## config.mk

```make
export PLATFORM = sky130hd
export DESIGN_NAME = uart_tx_frame
export DESIGN_NICKNAME = d
export VERILOG_FILES = /design/src/rtl/uart_pkg.sv /design/src/rtl/uart_baud_gen.sv /design/src/rtl/uart_tx_frame.sv
export SDC_FILE = /design/constraint.sdc
export NUM_CORES = 1
export LEC_CHECK = 0
export BUFFER_PORTS_ARGS = -buffer_cell sky130_fd_sc_hd__buf_2
export CORE_MARGIN = 5
export CORE_UTILIZATION = 55
export DETAILED_ROUTE_END_ITERATION = 16
export PLACE_DENSITY = 0.85
export SLEW_MARGIN = 30
export SYNTH_ARGS = -nofsm -noshare
export SYNTH_HDL_FRONTEND = slang
export SYNTH_SLANG_ARGS = --single-unit
```

## constraint.sdc

```tcl
create_clock -name clk -period 2.1 [get_ports clk]
set_input_delay 0.105 -clock clk [delete_from_list [all_inputs] [get_ports clk]]
set_output_delay 0.105 -clock clk [all_outputs]
set_load 0.01 [all_outputs]
```

## src/rtl/uart_pkg.sv

```systemverilog
// Shared UART definitions: parity modes, transmitter states and baud divisor helper.
package uart_pkg;

    localparam int unsigned PAR_NONE = 0;
    localparam int unsigned PAR_ODD  = 1;
    localparam int unsigned PAR_EVEN = 2;

    typedef enum logic [2:0] {
        StIdle,
        StStart,
        StData,
        StParity,
        StStop
    } uart_tx_state_t;

    // Clocks per bit, rounded to nearest.
    function automatic int unsigned baud_div(input int unsigned clk_freq,
                                             input int unsigned baud);
        return (clk_freq + baud / 2) / baud;
    endfunction

endpackage

```

## src/rtl/uart_baud_gen.sv

```systemverilog
// Bit-period counter: bit_tick marks the last clock of each DIV-clock bit.
module uart_baud_gen #(
    parameter int unsigned DIV = 434
) (
    input  logic clk,
    input  logic rst_n,
    input  logic clr,
    input  logic en,
    output logic bit_tick
);

    localparam int unsigned CNT_W = (DIV > 1) ? $clog2(DIV) : 1;
    localparam logic [CNT_W-1:0] LAST = CNT_W'(DIV - 1);

    logic [CNT_W-1:0] cnt_q;

    assign bit_tick = en && (cnt_q == LAST);

    // Count clocks within a bit; wrap at the bit boundary, clear on a new command.
    always_ff @(posedge clk or negedge rst_n) begin
        if (!rst_n) begin
            cnt_q <= '0;
        end else if (clr) begin
            cnt_q <= '0;
        end else if (en) begin
            cnt_q <= bit_tick ? '0 : cnt_q + CNT_W'(1);
        end
    end

endmodule

```

## src/rtl/uart_tx_frame.sv

```systemverilog
// Multi-frame UART transmitter: sends a CMD_WIDTH command as back-to-back frames,
// most significant slice first, each slice LSB first.
module uart_tx_frame
    import uart_pkg::*;
#(
    parameter int unsigned CLK_FREQ  = 50000000,
    parameter int unsigned BAUD      = 115200,
    parameter int unsigned DATA_BITS = 8,
    parameter int unsigned CMD_WIDTH = 16,
    parameter int unsigned PARITY    = 1,
    parameter int unsigned STOP_BITS = 1
) (
    input  logic                 clk,
    input  logic                 rst_n,
    input  logic [CMD_WIDTH-1:0] cmd_in,
    input  logic                 cmd_vld,
    output logic                 cmd_rdy,
    output logic                 tx,
    output logic                 tx_busy,
    output logic                 cmd_done
);

    localparam int unsigned BAUD_DIV   = baud_div(CLK_FREQ, BAUD);
    localparam int unsigned NUM_FRAMES = CMD_WIDTH / DATA_BITS;
    localparam int unsigned BIT_W      = $clog2(DATA_BITS + 1);
    localparam int unsigned FRM_W      = $clog2(NUM_FRAMES + 1);

    if (CMD_WIDTH % DATA_BITS != 0) begin : g_bad_width
        $error("uart_tx_frame: CMD_WIDTH must be a multiple of DATA_BITS");
    end
    if (DATA_BITS < 5 || DATA_BITS > 8) begin : g_bad_data
        $error("uart_tx_frame: DATA_BITS must be 5..8");
    end
    if (STOP_BITS < 1 || STOP_BITS > 2) begin : g_bad_stop
        $error("uart_tx_frame: STOP_BITS must be 1 or 2");
    end
    if (PARITY > PAR_EVEN) begin : g_bad_parity
        $error("uart_tx_frame: PARITY must be 0, 1 or 2");
    end

    uart_tx_state_t         state_q;
    logic [CMD_WIDTH-1:0]   shreg_q;
    logic [DATA_BITS-1:0]   data_q;
    logic                   par_q;
    logic [BIT_W-1:0]       bit_cnt_q;
    logic [FRM_W-1:0]       frame_cnt_q;
    logic                   stop_cnt_q;
    logic                   tx_q;
    logic                   rdy_q;
    logic                   busy_q;
    logic                   done_q;

    logic                   accept;
    logic                   bit_tick;
    logic [DATA_BITS-1:0]   slice;
    logic                   slice_par;

    assign accept    = cmd_vld && rdy_q;
    assign slice     = shreg_q[CMD_WIDTH-1 -: DATA_BITS];
    assign slice_par = (PARITY == PAR_EVEN) ? ^slice : ~^slice;

    assign cmd_rdy  = rdy_q;
    assign tx       = tx_q;
    assign tx_busy  = busy_q;
    assign cmd_done = done_q;

    uart_baud_gen #(
        .DIV (BAUD_DIV)
    ) u_baud_gen (
        .clk      (clk),
        .rst_n    (rst_n),
        .clr      (accept),
        .en       (busy_q),
        .bit_tick (bit_tick)
    );

    // Frame FSM: every state change happens on a bit boundary, tx is always registered.
    always_ff @(posedge clk or negedge rst_n) begin
        if (!rst_n) begin
            state_q     <= StIdle;
            shreg_q     <= '0;
            data_q      <= '0;
            par_q       <= 1'b0;
            bit_cnt_q   <= '0;
            frame_cnt_q <= '0;
            stop_cnt_q  <= 1'b0;
            tx_q        <= 1'b1;
            rdy_q       <= 1'b1;
            busy_q      <= 1'b0;
            done_q      <= 1'b0;
        end else begin
            done_q <= 1'b0;
            unique case (state_q)
                StIdle: begin
                    if (accept) begin
                        shreg_q     <= cmd_in;
                        frame_cnt_q <= '0;
                        bit_cnt_q   <= '0;
                        tx_q        <= 1'b0;
                        rdy_q       <= 1'b0;
                        busy_q      <= 1'b1;
                        state_q     <= StStart;
                    end
                end
                StStart: begin
                    if (bit_tick) begin
                        // Peel off the top slice; the first data bit goes out now.
                        tx_q      <= slice[0];
                        data_q    <= slice >> 1;
                        par_q     <= slice_par;
                        shreg_q   <= shreg_q << DATA_BITS;
                        bit_cnt_q <= BIT_W'(1);
                        state_q   <= StData;
                    end
                end
                StData: begin
                    if (bit_tick) begin
                        if (bit_cnt_q == BIT_W'(DATA_BITS)) begin
                            if (PARITY != PAR_NONE) begin
                                tx_q    <= par_q;
                                state_q <= StParity;
                            end else begin
                                tx_q       <= 1'b1;
                                stop_cnt_q <= 1'b0;
                                state_q    <= StStop;
                            end
                        end else begin
                            tx_q      <= data_q[0];
                            data_q    <= data_q >> 1;
                            bit_cnt_q <= bit_cnt_q + BIT_W'(1);
                        end
                    end
                end
                StParity: begin
                    if (bit_tick) begin
                        tx_q       <= 1'b1;
                        stop_cnt_q <= 1'b0;
                        state_q    <= StStop;
                    end
                end
                StStop: begin
                    if (bit_tick) begin
                        if (stop_cnt_q == 1'(STOP_BITS - 1)) begin
                            stop_cnt_q <= 1'b0;
                            bit_cnt_q  <= '0;
                            if (frame_cnt_q == FRM_W'(NUM_FRAMES - 1)) begin
                                frame_cnt_q <= '0;
                                tx_q        <= 1'b1;
                                rdy_q       <= 1'b1;
                                busy_q      <= 1'b0;
                                done_q      <= 1'b1;
                                state_q     <= StIdle;
                            end else begin
                                frame_cnt_q <= frame_cnt_q + FRM_W'(1);
                                tx_q        <= 1'b0;
                                state_q     <= StStart;
                            end
                        end else begin
                            stop_cnt_q <= 1'b1;
                        end
                    end
                end
                default: begin
                    state_q <= StIdle;
                    tx_q    <= 1'b1;
                    rdy_q   <= 1'b1;
                    busy_q  <= 1'b0;
                end
            endcase
        end
    end

endmodule

```

# --- Word-level counts from Yosys, hierarchy flattened ---
# Index checks and enable logic that the tools add are counted.
word_totals:
  ff_bits: 48
  in_bits: 19
  output_inout_bits: 4
  word_cells: 108
classes:
  addsub: 3
  n_eq_ne: 16
  n_mux: 56
  bitwise_logic: 1
  n_reduce_logical: 20
ops:
  columns: ["cell", "n"]
  rows:
  - ["$mux 16", 2]
  - ["$pmux 16 s2", 1]
  - ["$mux 9", 3]
  - ["$mux 4", 6]
  - ["$mux 8", 3]
  - ["$mux 1", 22]
  - ["$mux 3", 7]
  - ["$pmux 4 s4", 1]
  - ["$pmux 8 s2", 1]
  - ["$pmux 3 s5", 1]
  - ["$reduce_and 7->1", 2]
  - ["$ne 2x2->1 const B", 5]
  - ["$reduce_bool 2->1", 5]
  - ["$add 9x1->9 const B", 1]
  - ["$eq 9x9->1 const B", 1]
  - ["$mux 2", 4]
  - ["$ne 2x1->1 const B", 4]
  - ["$reduce_and 4->1", 2]
  - ["$reduce_xnor 8->1", 1]
  - ["$eq 3x2->1 const B", 2]
  - ["$pmux 1 s3", 2]
  - ["$reduce_and 3->1", 2]
  - ["$reduce_and 6->1", 1]
  - ["$pmux 1 s5", 1]
  - ["15 further kinds", 16]

# --- Longest topological paths before layout ---
depth:
  word_depth: 5
  ltp_mapped: 8
  mapped_depth_nobuf: 7

# --- Hierarchy ---
# From an unflattened synthesis, not the netlist that was laid out.
unflattened:
  cells_unflattened: 257
  area_unflattened_um2: 2546.2
by_module_without_submodules:
  columns: ["module", "n_inst", "cells_each", "area_each_um2", "seq_area_each_um2"]
  rows:
  - ["uart_tx_frame", 1, 205, 2028.2, 928.4]
  - ["uart_baud_gen", 1, 52, 518.0, 225.2]

# --- Worst setup path after synthesis ---
# OpenSTA, ideal clock, no wires.
synth_path:
  path_type: "register -> register"
  start: "register busy_q (netlist: tx_busy)"
  end: "register data_q[0]"
  setup_time_ps: 125
  arrival_time_ps: 1813
  required_time_ps: 1975
  setup_slack_ps: 162
  stages_incl_launch_ff: 7
  path_buffers: 2
  synth_period_minus_slack_ps: 1938
  path_cell_list: "dfrtp_1 buf_4 nand4bb_4 or3_1 buf_2 nor3_4 mux2_2"
synth_via:
  elab_chain_len: 3
  word_cells_on_any_way: 4
  classes_between: "eq/ne: 2; reduce/logical: 2"
synth_lines:
  columns: ["item", "line_no", "text"]
  rows:
  - ["start: declaration", "uart_tx_frame.sv:50", "logic busy_q;"]
  - ["start signal: assignment", "uart_tx_frame.sv:89", "busy_q <= 1'b0;"]
  - ["start signal: assignment", "uart_tx_frame.sv:101", "busy_q <= 1'b1;"]
  - ["start signal: assignment", "uart_tx_frame.sv:150", "busy_q <= 1'b0;"]
  - ["$logic_and 1x1->1 (*)", "uart_baud_gen.sv:17", "assign bit_tick = en && (cnt_q == LAST);"]
  - ["$ne 2x1->1 (no source line)", null, null]
  - ["$reduce_and 4->1 (no source line) (*)", null, null]
  - ["end signal: assignment", "uart_tx_frame.sv:109", "data_q <= slice >> 1;"]
  - ["end signal: assignment", "uart_tx_frame.sv:129", "data_q <= data_q >> 1;"]
  - ["end: declaration", "uart_tx_frame.sv:43", "logic [DATA_BITS-1:0] data_q;"]
# Every way passes the cells marked *; elsewhere a longest branch is shown, timed or not.
# A chain may end at the register's enable or synchronous reset.

# --- Worst setup path in the final report ---
layout_path:
  start: "register u_baud_gen.cnt_q[1]"
  end: "register data_q[1]"
layout_via:
  elab_chain_len: 4
  word_cells_on_any_way: 5
  classes_between: "eq/ne: 3; reduce/logical: 2"
layout_lines:
  columns: ["item", "line_no", "text"]
  rows:
  - ["start: declaration", "uart_baud_gen.sv:15", "logic [CNT_W-1:0] cnt_q;"]
  - ["start signal: assignment", "uart_baud_gen.sv:26", "cnt_q <= bit_tick ? '0 : cnt_q + CNT_W'(1);"]
  - ["$eq 9x9->1 (*)", "uart_baud_gen.sv:17", null]
  - ["$logic_and 1x1->1 (*)", "uart_baud_gen.sv:17", null]
  - ["$ne 2x1->1 (no source line)", null, null]
  - ["$reduce_and 4->1 (no source line) (*)", null, null]
# Marks and branches as above.

==> reports/qor.csv <==
stage,metric,value,unit
outcome,status,finished clean,
sta,rsz0062_at_grt,no,
floorplan,fp.dieW,76.13,µm
sta,skew,7.529,ps
finish,fin_nets,301,
cts,clock_path_buffers,2,
setup_path,crit_chain,inv_1 -> ha_1 -> nand4_1 -> or3_1 -> nor3_4 -> buf_12 -> mux2_2,
sta,timing.slew.headroom,0.5273,
floorplan,rows,24,
drt,wl,5147,µm
floorplan,coreArea,0.004294,mm²
placed_design,pre_cts_ws,85.39,ps
setup_path,cpLargestDelayFamily,simple AND/OR/NAND/NOR gates,
placed_design,hpwl,3756,µm
logic_synthesis,synthesis.instances,244,
logic_synthesis,avgSynthCellArea,9.856,µm²
sta,final.min_clock_period,1942,ps
global_route,overflow,0,
drt,ant_nets,0,
sta,finalHoldViolations,0,
floorplan,die_h,76.13,µm
floorplan,die_area,0.005795,mm²
floorplan,start_util,0.5600,
setup_path,cp.required,2280,ps
drt,drc,0,
sta,final_max_slew_viol_count,0,
drt,wl_per_cell,15.55,µm
drt,first_iter_violations,153,
finish,area_growth,15.61,%
global_route,globalRouteTotalUtil,0.1813,
global_route,antenna_found_initial,0,
setup_path,slowest_stage,dfrtp_1,
cts,cts_buffers,5,
power,leakagePower,1.331,nW
sta,fin_hold_ws,19.89,ps
floorplan,io_pins,23,
logic_synthesis,ys.flop_type,dfrtp_1,
cts,htreeDepth,2,
finish,n_fill_cell,335,
global_route,grt_pass1_wl,8756,µm
cts,path_clk_slew,90,ps
placed_design,place_congestion,0.8823,
setup_path,start_kind,register,
logic_synthesis,synthArstFlopShare,1.000,
sta,setup_ws,157.5,ps
finish,drive_above_1_share,0.2222,
finish,diodes,0,
global_route,grt_max_degree,33,
logic_synthesis,syn-cell-area,0.002405,mm²
sta,setup_violations,0,
sta,period_share,0.9250,
logic_synthesis,yosys_warnings,0,
drt,drt_first_pass_iters,5,
cts,tritoncts,done,
logic_synthesis,synth_nets,267,
logic_synthesis,synth-edff-count,0,
setup_path,path_buf_inv,2,
logic_synthesis,synth-seq-cells,46,
sta,finalSetupTns,0,ps
cts,worstSkewPairLatency,300,ps
power,finalPower,1.573,mW
cts,cts.sinks,46,
setup_path,crit_arrival,2130,ps
job,max-cap-violations,0,
setup_path,crit_path_end_kind,register,
sta,worst_slew_pin_slew,709.1,ps
hold_path,hold_path_class,in -> reg,
setup_path,crit_fanout,7,
setup_path,max_stage_delay,420,ps
power,power_density,565.9,mW/mm²
power,vdd_drop_max,0.0005013,V
cts,root_buffer,clkbuf_8,
drt,via_per_inst,5.801,
placed_design,place_inst,320,
global_route,grt_pass1_vias,1947,
setup_path,critical_path_class,reg -> reg,
sta,maxClockFrequency,0.5148,GHz
placed_design,portBuffers,22,
logic_synthesis,ys_seq_area_frac,0.4797,
finish,instances_no_fill,331,
drt,vias,1920,
logic_synthesis,synth.distinct_cells,43,
power breakdown:
part / switching [mW] / internal, mW / leakage [nW]
sequential: 0 / 0.885 / 0.605
clock: 0.295 / 0.355 / 0.0514
combinational: 0.0222 / 0.0157 / 0.674
synth_stat cells, types with 3 or more instances:
library cell,number,area (µm²)
mux2_2,8,90.09
nand2_1,39,146.4
dfrtp_1,44,1101
o21ai_0,20,100.1
mux2i_1,10,100.1
nor3_1,7,35.03
ha_1,4,50.05
inv_1,8,30.03
clkbuf_1,4,15.01
o31ai_1,5,37.54
nor2_1,14,52.55
nor2b_1,3,18.77
xor2_1,3,26.28
a22o_1,9,78.83
buf_2,7,35.03
nand4_1,4,25.02
a21oi_1,11,55.05
xnor2_1,10,87.58
worst reg2reg max path: cells and delay by family (launching register included):
| kind | cells | cell delay [ps] |
|---|---|---|
| mux | 1 | 330 |
| fa+ha+maj | 1 | 150 |
| buf+inv | 2 | 210 |
| flops | 1 | 420 |
| simple gates | 3 | 730 |
cell type report:
type,count,area [µm²],share of cell area
tap,52,65.06,0.02340
multi-input combinational,178,1169,0.4203
timing repair buffer,39,252.7,0.09091
clock inverter,2,37.54,0.01350
clock buffer,6,72.57,0.02610
inverter,8,30.03,0.01080
sequential,46,1154,0.4149
worst paths after layout:
path,from,endpoint,slack [ps],cells after the start
setup / recovery,u_baud_gen.cnt_q[1]$_DFFE_PN0P_,data_q[1]$_DFFE_PN0P_,160,7
hold / removal,cmd_in[6],shreg_q[6]$_DFFE_PN0P_,20,2
setup reg to reg,u_baud_gen.cnt_q[1]$_DFFE_PN0P_,data_q[1]$_DFFE_PN0P_,160,7
hold reg to reg,bit_cnt_q[3]$_DFFE_PN0P_,bit_cnt_q[3]$_DFFE_PN0P_,500,1
max in group asynchronous,rst_n,cmd_rdy$_DFFE_PN1P_,1030,3
min in group asynchronous,rst_n,shreg_q[9]$_DFFE_PN0P_,390,2
sequential cells by signal, summed over array words and instances (netlist names):
name / cells
tx: 1
data_q: 7
par_q: 1
shreg_q: 16
frame_cnt_q: 2
cmd_rdy: 1
bit_cnt_q: 4
cmd_done: 1
u_baud_gen.cnt_q: 9
state_q: 3
tx_busy: 1
kinds of logic after synthesis:
kind of cell | count (synthesis) | synth area share
and+or+nand+nor | 83 | 0.1753
AOI/OAI and AO/OA | 60 | 0.1613
DFF | 46 | 0.4797
buffers and inverters | 20 | 0.03642
muxes | 18 | 0.07909
xor gates and xnor gates | 13 | 0.04735
adders and majority gates | 4 | 0.02081
per-stage QoR:
stage / area [µm²] / utilization
after global placement: 2633 / 0.6131
after detailed placement: 2633 / 0.6131
after global routing: 2780 / 0.6474
after CTS: 2753 / 0.6410
final: 2780 / 0.6474
after floorplan: 2405 / -
layout by cell type (no fill, tap or decap), types with 2 or more instances in the layout:
cell type | netlist | final
a211oi_1 | 2 | 2
a21boi_0 | 2 | 2
a21oi_1 | 11 | 11
a22o_1 | 9 | 9
a31oi_1 | 2 | 2
buf_2 | 7 | 22
buf_4 | 1 | 15
clkbuf_8 | 0 | 5
dfrtp_1 | 44 | 44
dfstp_2 | 2 | 2
ha_1 | 4 | 4
inv_1 | 8 | 8
mux2_2 | 8 | 8
mux2i_1 | 10 | 10
nand2_1 | 39 | 39
nand3_1 | 2 | 2
nand3b_1 | 2 | 2
nand4_1 | 4 | 4
nor2_1 | 14 | 14
nor2b_1 | 3 | 3
nor3_1 | 7 | 7
nor3_4 | 2 | 2
o21ai_0 | 20 | 20
o31ai_1 | 5 | 5
o32ai_1 | 2 | 2
or3_1 | 2 | 2
xnor2_1 | 10 | 10
xor2_1 | 3 | 3
timing repair:
action                                  CTS  global route
hold endpoints to repair                 30             0
resized for setup                         0             0
buffers inserted                          0             2
hold buffers                              1             0
endpoints found under the setup margin    0             6
routing by layer:
| metal | track usage | wire, µm |
|---|---|---|
| met3 | 0.04374 | 321 |
| met1 | 0.2416 | 2220 |
| met5 | 0 | 0 |
| met4 | 0.05420 | 70 |
| met2 | 0.2928 | 2535 |
No activity file was read; power rests on OpenSTA's default activity.
